`src/rtl/rom_download_router.sv`:
```
// rom_download_router
//   Splits the hps_io ioctl download byte stream into REGIONS write ports.
//   Each region sees a region-relative address, optional little-endian
//   8-to-16-bit packing, its own busy back-pressure, and sticky status.
// Ports:
//   clk_sys, reset           : clock, synchronous active-high reset
//   ioctl_download/wr/addr/dout : download stream from hps_io
//   ioctl_wait               : registered stall request back to hps_io
//   rom_busy[REGIONS]        : per-region sink not ready (bit REGIONS-1 = region 0)
//   rom_wr[REGIONS]          : one-hot write strobe (bit REGIONS-1 = region 0)
//   rom_addr, rom_data       : region-relative address and write data
//   loaded                   : download finished with no overflow
//   overflow                 : sticky, a byte fell beyond the last region
module rom_download_router #(
  parameter int REGIONS = 4,
  parameter int OUT_DW  = 8,
  parameter int OUT_AW  = 16,
  parameter logic [REGIONS*25-1:0] REGION_END = {25'h04000, 25'h0A000, 25'h0C000, 25'h10000}
) (
  input  logic                clk_sys,
  input  logic                reset,
  input  logic                ioctl_download,
  input  logic                ioctl_wr,
  input  logic [24:0]         ioctl_addr,
  input  logic [7:0]          ioctl_dout,
  output logic                ioctl_wait,
  input  logic [REGIONS-1:0]  rom_busy,
  output logic [REGIONS-1:0]  rom_wr,
  output logic [OUT_AW-1:0]   rom_addr,
  output logic [OUT_DW-1:0]   rom_data,
  output logic                loaded,
  output logic                overflow
);

  typedef enum logic [1:0] {IDLE = 2'd0, LOAD = 2'd1, FLUSH = 2'd2, DONE = 2'd3} state_e;

  // Region 0 lives in the most significant slice, so the last region is the LS slice.
  localparam logic [24:0] LAST_END = REGION_END[24:0];

  function automatic logic [24:0] end_of(input int k);
    return REGION_END[(REGIONS-1-k)*25 +: 25];
  endfunction

  function automatic logic [24:0] base_of(input int k);
    if (k == 0) return 25'd0;
    else        return REGION_END[(REGIONS-k)*25 +: 25];
  endfunction

  function automatic logic [REGIONS-1:0] onehot(input logic [2:0] r);
    logic [REGIONS-1:0] v;
    for (int i = 0; i < REGIONS; i++) v[REGIONS-1-i] = (r == i[2:0]);
    return v;
  endfunction

  function automatic logic busy_of(input logic [2:0] r, input logic [REGIONS-1:0] b);
    logic s;
    s = 1'b0;
    for (int i = 0; i < REGIONS; i++) s = s | (b[REGIONS-1-i] & (r == i[2:0]));
    return s;
  endfunction

  // Byte offset -> output address (word address when packing to 16 bits).
  function automatic logic [OUT_AW-1:0] word_addr(input logic [24:0] off);
    logic [24:0] w;
    w = (OUT_DW == 16) ? (off >> 1) : off;
    return w[OUT_AW-1:0];
  endfunction

  state_e              state_q, state_d;
  logic [REGIONS-1:0]  wr_q, wr_d;
  logic [OUT_AW-1:0]   addr_q, addr_d, pend_addr_q, pend_addr_d, cand_addr;
  logic [OUT_DW-1:0]   data_q, data_d, pend_data_q, pend_data_d;
  logic                wait_q, wait_d, loaded_q, loaded_d, overflow_q, overflow_d;
  logic                hold_valid_q, hold_valid_d, hold_hi_q, hold_hi_d;
  logic [7:0]          hold_byte_q, hold_byte_d;
  logic [2:0]          hold_region_q, hold_region_d, pend_region_q, pend_region_d;
  logic [2:0]          cand_region, dec_region;
  logic [24:0]         hold_off_q, hold_off_d, dec_off;
  logic                pend_valid_q, pend_valid_d, cand_valid, dec_over;
  logic [15:0]         cand_data;

  assign rom_wr     = wr_q;
  assign rom_addr   = addr_q;
  assign rom_data   = data_q;
  assign ioctl_wait = wait_q;
  assign loaded     = loaded_q;
  assign overflow   = overflow_q;
  assign dec_over   = (ioctl_addr >= LAST_END);

  // Region decode: iterate downwards so the lowest matching region wins.
  always_comb begin
    dec_region = 3'd0;
    dec_off    = 25'd0;
    for (int k = REGIONS-1; k >= 0; k--) begin
      if (ioctl_addr < end_of(k)) begin
        dec_region = k[2:0];
        dec_off    = ioctl_addr - base_of(k);
      end else begin
        dec_region = dec_region;
        dec_off    = dec_off;
      end
    end
  end

  // State register plus all datapath flops.
  always_ff @(posedge clk_sys) begin
    if (reset) begin
      state_q       <= IDLE;
      wr_q          <= '0;
      addr_q        <= '0;
      data_q        <= '0;
      wait_q        <= 1'b0;
      loaded_q      <= 1'b0;
      overflow_q    <= 1'b0;
      hold_valid_q  <= 1'b0;
      hold_hi_q     <= 1'b0;
      hold_byte_q   <= 8'h00;
      hold_region_q <= 3'd0;
      hold_off_q    <= 25'd0;
      pend_valid_q  <= 1'b0;
      pend_region_q <= 3'd0;
      pend_addr_q   <= '0;
      pend_data_q   <= '0;
    end else begin
      state_q       <= state_d;
      wr_q          <= wr_d;
      addr_q        <= addr_d;
      data_q        <= data_d;
      wait_q        <= wait_d;
      loaded_q      <= loaded_d;
      overflow_q    <= overflow_d;
      hold_valid_q  <= hold_valid_d;
      hold_hi_q     <= hold_hi_d;
      hold_byte_q   <= hold_byte_d;
      hold_region_q <= hold_region_d;
      hold_off_q    <= hold_off_d;
      pend_valid_q  <= pend_valid_d;
      pend_region_q <= pend_region_d;
      pend_addr_q   <= pend_addr_d;
      pend_data_q   <= pend_data_d;
    end
  end

  // Next-state logic.
  always_comb begin
    state_d = state_q;
    case (state_q)
      IDLE:    state_d = ioctl_download ? LOAD : IDLE;
      LOAD:    state_d = ioctl_download ? LOAD : FLUSH;
      FLUSH:   state_d = (!pend_valid_q && !hold_valid_q) ? DONE : FLUSH;
      DONE:    state_d = ioctl_download ? LOAD : DONE;
      default: state_d = IDLE;
    endcase
  end

  // Output/datapath logic: build at most one write candidate per cycle, then
  // either launch it on rom_wr or park it as pending while its sink is busy.
  always_comb begin
    wr_d          = '0;
    addr_d        = addr_q;
    data_d        = data_q;
    wait_d        = 1'b0;
    overflow_d    = overflow_q;
    hold_valid_d  = hold_valid_q;
    hold_hi_d     = hold_hi_q;
    hold_byte_d   = hold_byte_q;
    hold_region_d = hold_region_q;
    hold_off_d    = hold_off_q;
    pend_valid_d  = pend_valid_q;
    pend_region_d = pend_region_q;
    pend_addr_d   = pend_addr_q;
    pend_data_d   = pend_data_q;
    cand_valid    = 1'b0;
    cand_region   = 3'd0;
    cand_addr     = '0;
    cand_data     = 16'h0000;
    case (state_q)
      IDLE, DONE: begin
        if (ioctl_download) begin
          overflow_d   = 1'b0;
          hold_valid_d = 1'b0;
          hold_hi_d    = 1'b0;
          pend_valid_d = 1'b0;
        end else begin
          overflow_d = overflow_q;
        end
      end
      LOAD, FLUSH: begin
        if (pend_valid_q) begin
          // Stalled write: wait stays high through the issuing cycle.
          wait_d = 1'b1;
          if (!busy_of(pend_region_q, rom_busy)) begin
            wr_d         = onehot(pend_region_q);
            addr_d       = pend_addr_q;
            data_d       = pend_data_q;
            pend_valid_d = 1'b0;
          end else begin
            pend_valid_d = 1'b1;
          end
        end else if (hold_hi_q) begin
          // Lone high byte left over after flushing an unpaired low byte.
          wait_d       = 1'b1;
          hold_valid_d = 1'b0;
          hold_hi_d    = 1'b0;
          cand_valid   = 1'b1;
          cand_region  = hold_region_q;
          cand_addr    = word_addr(hold_off_q);
          cand_data    = {hold_byte_q, 8'h00};
        end else if (state_q == LOAD) begin
          // The byte coinciding with the download falling edge is still taken here.
          if (ioctl_wr && !wait_q) begin
            if (dec_over) begin
              overflow_d = 1'b1;
            end else if (OUT_DW == 16) begin
              if (!dec_off[0]) begin
                if (hold_valid_q) begin
                  cand_valid  = 1'b1;
                  cand_region = hold_region_q;
                  cand_addr   = word_addr(hold_off_q);
                  cand_data   = {8'h00, hold_byte_q};
                end else begin
                  cand_valid = 1'b0;
                end
                hold_valid_d  = 1'b1;
                hold_hi_d     = 1'b0;
                hold_byte_d   = ioctl_dout;
                hold_region_d = dec_region;
                hold_off_d    = dec_off;
              end else if (hold_valid_q && hold_region_q == dec_region &&
                           dec_off == hold_off_q + 25'd1) begin
                cand_valid   = 1'b1;
                cand_region  = dec_region;
                cand_addr    = word_addr(dec_off);
                cand_data    = {ioctl_dout, hold_byte_q};
                hold_valid_d = 1'b0;
              end else if (hold_valid_q) begin
                // Unpaired low byte goes out first; the odd byte follows next
                // cycle, so the source is stalled for one write slot.
                cand_valid    = 1'b1;
                cand_region   = hold_region_q;
                cand_addr     = word_addr(hold_off_q);
                cand_data     = {8'h00, hold_byte_q};
                hold_valid_d  = 1'b1;
                hold_hi_d     = 1'b1;
                hold_byte_d   = ioctl_dout;
                hold_region_d = dec_region;
                hold_off_d    = dec_off;
                wait_d        = 1'b1;
              end else begin
                cand_valid  = 1'b1;
                cand_region = dec_region;
                cand_addr   = word_addr(dec_off);
                cand_data   = {ioctl_dout, 8'h00};
              end
            end else begin
              cand_valid  = 1'b1;
              cand_region = dec_region;
              cand_addr   = word_addr(dec_off);
              cand_data   = {8'h00, ioctl_dout};
            end
          end else begin
            cand_valid = 1'b0;
          end
        end else if (hold_valid_q) begin
          hold_valid_d = 1'b0;
          cand_valid   = 1'b1;
          cand_region  = hold_region_q;
          cand_addr    = word_addr(hold_off_q);
          cand_data    = {8'h00, hold_byte_q};
        end else begin
          cand_valid = 1'b0;
        end
      end
      default: begin
        cand_valid = 1'b0;
      end
    endcase
    if (cand_valid) begin
      if (busy_of(cand_region, rom_busy)) begin
        pend_valid_d  = 1'b1;
        pend_region_d = cand_region;
        pend_addr_d   = cand_addr;
        pend_data_d   = cand_data[OUT_DW-1:0];
        wait_d        = 1'b1;
      end else begin
        wr_d   = onehot(cand_region);
        addr_d = cand_addr;
        data_d = cand_data[OUT_DW-1:0];
      end
    end else begin
      wr_d = wr_d;
    end
    loaded_d = (state_d == DONE) && !overflow_q;
  end

endmodule

```
`config.mk`:
```
export PLATFORM = sky130hd
export DESIGN_NAME = rom_download_router
export DESIGN_NICKNAME = d
export VERILOG_FILES = /design/src/rtl/rom_download_router.sv
export SDC_FILE = /design/constraint.sdc
export NUM_CORES = 1
export LEC_CHECK = 0
export ABC_AREA = 1
export CORE_ASPECT_RATIO = 0.5
export CORE_MARGIN = 1.5
export CORE_UTILIZATION = 30
export DETAILED_ROUTE_END_ITERATION = 10
export SLEW_MARGIN = 10
export SYNTH_ARGS = -nofsm -noshare
export SYNTH_HDL_FRONTEND = slang
export SYNTH_SLANG_ARGS = --single-unit
export TNS_END_PERCENT = 10
```
`constraint.sdc`:
```
create_clock -name clk_sys -period 6.72 [get_ports clk_sys]
set_input_delay 1.68 -clock clk_sys [delete_from_list [all_inputs] [get_ports clk_sys]]
set_output_delay 1.68 -clock clk_sys [all_outputs]
set_load 0.05 [all_outputs]
```
==> results.json <==
{
  "fin_crit_ns": 4.51,
  "drive_above_1_share_pct": 7.30,
  "critPathLaunch": "ioctl_addr[23]",
  "cp_common_cell": "nand3_1",
  "clk_pin_slew_ns": 0.05,
  "antenna_found_initial": 0,
  "crit_chain": "clkdlybuf4s50_1 > nor2_2 > inv_1 > nor2_4 > nand3_2 > nor2_4 > nand3_1 > nand3_1 > nand3_1 > nand2_2 > inv_2 > nor2_1 > nor2_1",
  "numCtsBuffers": 9,
  "die_y_um": 76.2,
  "crit_slowest_cell": "nand3_1",
  "cts_tree": "built",
  "io_buffers": 71,
  "timing.slew.headroom_pct": 43.0,
  "finalSetupViolCount": 0,
  "clockRootBuffer": "clkbuf_16",
  "timing.fmax_ghz": 0.222,
  "cap_violations": 0,
  "syn2layout_area_growth_pct": 32.9,
  "gp_congestion": 0.863,
  "vias": 3081,
  "worstMarginPinSlew_ns": 0.852,
  "slew_violations": 0,
  "synth_edf_count": 0,
  "synth_seq_area_share_pct": 37.4,
  "ys.flop_type": "dfxtp_1",
  "cp.arrival_ns": 4.72,
  "ys_async_sr_fraction_pct": 0,
  "postRouteAntennaNets": 0,
  "clock_latency_ns": 0.32,
  "grt_overflow": 0,
  "final-hold-violation-count": 0,
  "synth_seq_cells": 60,
  "first_pass_iters": 4,
  "setup_tns_ns": 0,
  "critical-path-max-stage-delay_ns": 0.56,
  "synth_area_per_cell_sq_um": 6.33,
  "die_x_um": 149,
  "rr_startpoint": "state_q[0]$_SDFF_PP0_",
  "grt_pass1_wl_um": 13200,
  "hold_buffers": 0,
  "crit_path_max_fanout": 20,
  "drcViolationCount": 0,
  "p_leak_nw": 1.94,
  "syn_nets": 555,
  "syn_inst": 508,
  "ios": 72,
  "nNetsFinal": 618,
  "power_mw": 0.848,
  "netlist_area_sq_um": 3220,
  "drtIter0Drc": 196,
  "ir_drop_v": 0.0000774,
  "cts_buffer_depth": 2,
  "startpoint_type": "input pin",
  "grt_pass1_vias": 2921,
  "finClkSkew_ns": 0.00602,
  "hp-class": "flop to flop",
  "die_area_sq_um": 11400,
  "timing.hold.ws_ns": 0.462,
  "grt_use_total_pct": 14.3,
  "dpl.hpwl_um": 5290,
  "grt_max_degree": 48,
  "rows": 26,
  "wl_per_cell_um": 10.6,
  "p_per_area_nw_per_um2": 198,
  "end_kind": "flop",
  "post-cts-setup-buffers": 0,
  "hold_path.startpoint": "overflow$_SDFFE_PP0P_",
  "vias_per_cell": 4.31,
  "n_antenna_cell": 0,
  "cp.required_ns": 6.93,
  "synth_warnings": 0,
  "cts_htree_levels": 3,
  "criticalPathCategory": "input pin to flop",
  "cts_resized": 0,
  "synthDistinctLibCells": 29,
  "initial_core_util_pct": 31.2,
  "status": "complete, no violations",
  "clock_sinks": 60,
  "post-route-period-util_pct": 67.0,
  "core_area_sq_um": 10300,
  "rsz0062_at_grt": "false",
  "finalWirelength_um": 7550
}
routing by layer:
layer / up-vias / track usage [%] / wire length (um)
met5: - / 0 / 0
met4: 0 / 3.86 / 84
met3: 10 / 4.19 / 340
met2: 55 / 23.3 / 3470
met1: 1341 / 18.4 / 3650
li1: 1675 / - / -
per-stage QoR:
| stage | setup slack, ns | cells | cell area, sq um | utilization (%) |
|---|---|---|---|---|
| floorplan | 3.45 | 508 | 3220 | - |
| global placement | 1.98 | 700 | 4000 | 38.8 |
| detailed placement | 1.90 | 700 | 4000 | 38.8 |
| CTS | 2.22 | 715 | 4270 | 41.4 |
| global route | 1.73 | 715 | 4270 | 41.4 |
| finish | 2.21 | 715 | 4270 | 41.4 |
area by class of cell:
| class | instances | area [sq um] |
|---|---|---|
| tap | 140 | 175 |
| timing repair buffer | 73 | 726 |
| clock buffer | 13 | 260 |
| inverter | 56 | 210 |
| fill | 1082 | 6040 |
| clock inverter | 2 | 10.0 |
| multi-input combinational | 371 | 1690 |
| sequential | 60 | 1200 |
path summary, 6_finish.rpt:
kind,cells past startpoint,to,slack (ns)
hold reg to reg,1,loaded$_SDFF_PP0_,0.46
setup reg to reg,13,pend_addr_q[12]$_SDFFE_PP0P_,3.24
setup / recovery,13,pend_addr_q[12]$_SDFFE_PP0P_,2.21
hold / removal,1,loaded$_SDFF_PP0_,0.46
cell usage in the layout (no fill, tap or decap):
master,count
nand2_1,163
nor2_1,109
clkdlybuf4s50_1,71
dfxtp_1,60
inv_1,47
nand3_1,20
nand3b_1,16
a21oi_1,13
o21ai_0,10
inv_2,9
clkbuf_16,9
nor2_2,6
nand2_2,6
ha_1,6
nor3_1,5
nand4_1,4
nor2_4,3
o211ai_1,2
clkbuf_8,2
clkbuf_1,2
clkinv_2,2
buf_4,2
nand3_4,1
nor2_8,1
nand3_2,1
o21a_1,1
xor2_1,1
nor3b_1,1
o21bai_1,1
nor4_1,1
state kept, by name (all words and copies together), names as in the netlist, 2 cells and up:
name,flops
pend_addr_q,16
pend_data_q,8
pend_region_q,2
rom_addr,16
rom_data,8
rom_wr,4
state_q,2
cells in the mapped netlist, types with 2 or more instances:
cell / count / area share (%)
inv_2: 9 / 1.1
clkbuf_1: 10 / 1.2
buf_1: 2 / 0.23
dfxtp_1: 60 / 37
nand4_1: 4 / 0.78
buf_2: 4 / 0.62
a21oi_1: 13 / 2.0
nand2_2: 6 / 1.2
o21ai_0: 10 / 1.6
nor2_1: 109 / 13
nor3_1: 5 / 0.78
buf_4: 2 / 0.47
ha_1: 6 / 2.3
buf_6: 3 / 1.1
nand3_1: 20 / 3.1
nor2_2: 6 / 1.2
nand3b_1: 16 / 3.7
nand2_1: 163 / 19
o211ai_1: 2 / 0.47
nor2_4: 3 / 1.1
inv_1: 47 / 5.5
report_power, final:
group          total, mW  switching [mW]  internal (mW)
clock network      0.410           0.145          0.265
logic             0.0766          0.0410         0.0357
registers          0.361         0.00205          0.359
total              0.848           0.188          0.660
cells by family (layout without fill, tap and decap cells):
family / after synthesis / after routing / share of synthesized area [%]
adders and majority gates: 6 / 6 / 2.33
DFF: 60 / 60 / 37.4
AOI/OAI and AO/OA: 27 / 27 / 4.51
and+or+nand+nor: 337 / 337 / 45.4
xor gates and xnor gates: 1 / 1 / 0.272
buffers and inverters: 77 / 144 / 10.1
worst max-delay path: cells and delay by family:
| family | cells | cell delay (ns) |
|---|---|---|
| AND/OR/NAND/NOR | 10 | 2.33 |
| buffers and inverters | 3 | 0.71 |
No activity file was read; power rests on OpenSTA's default activity.
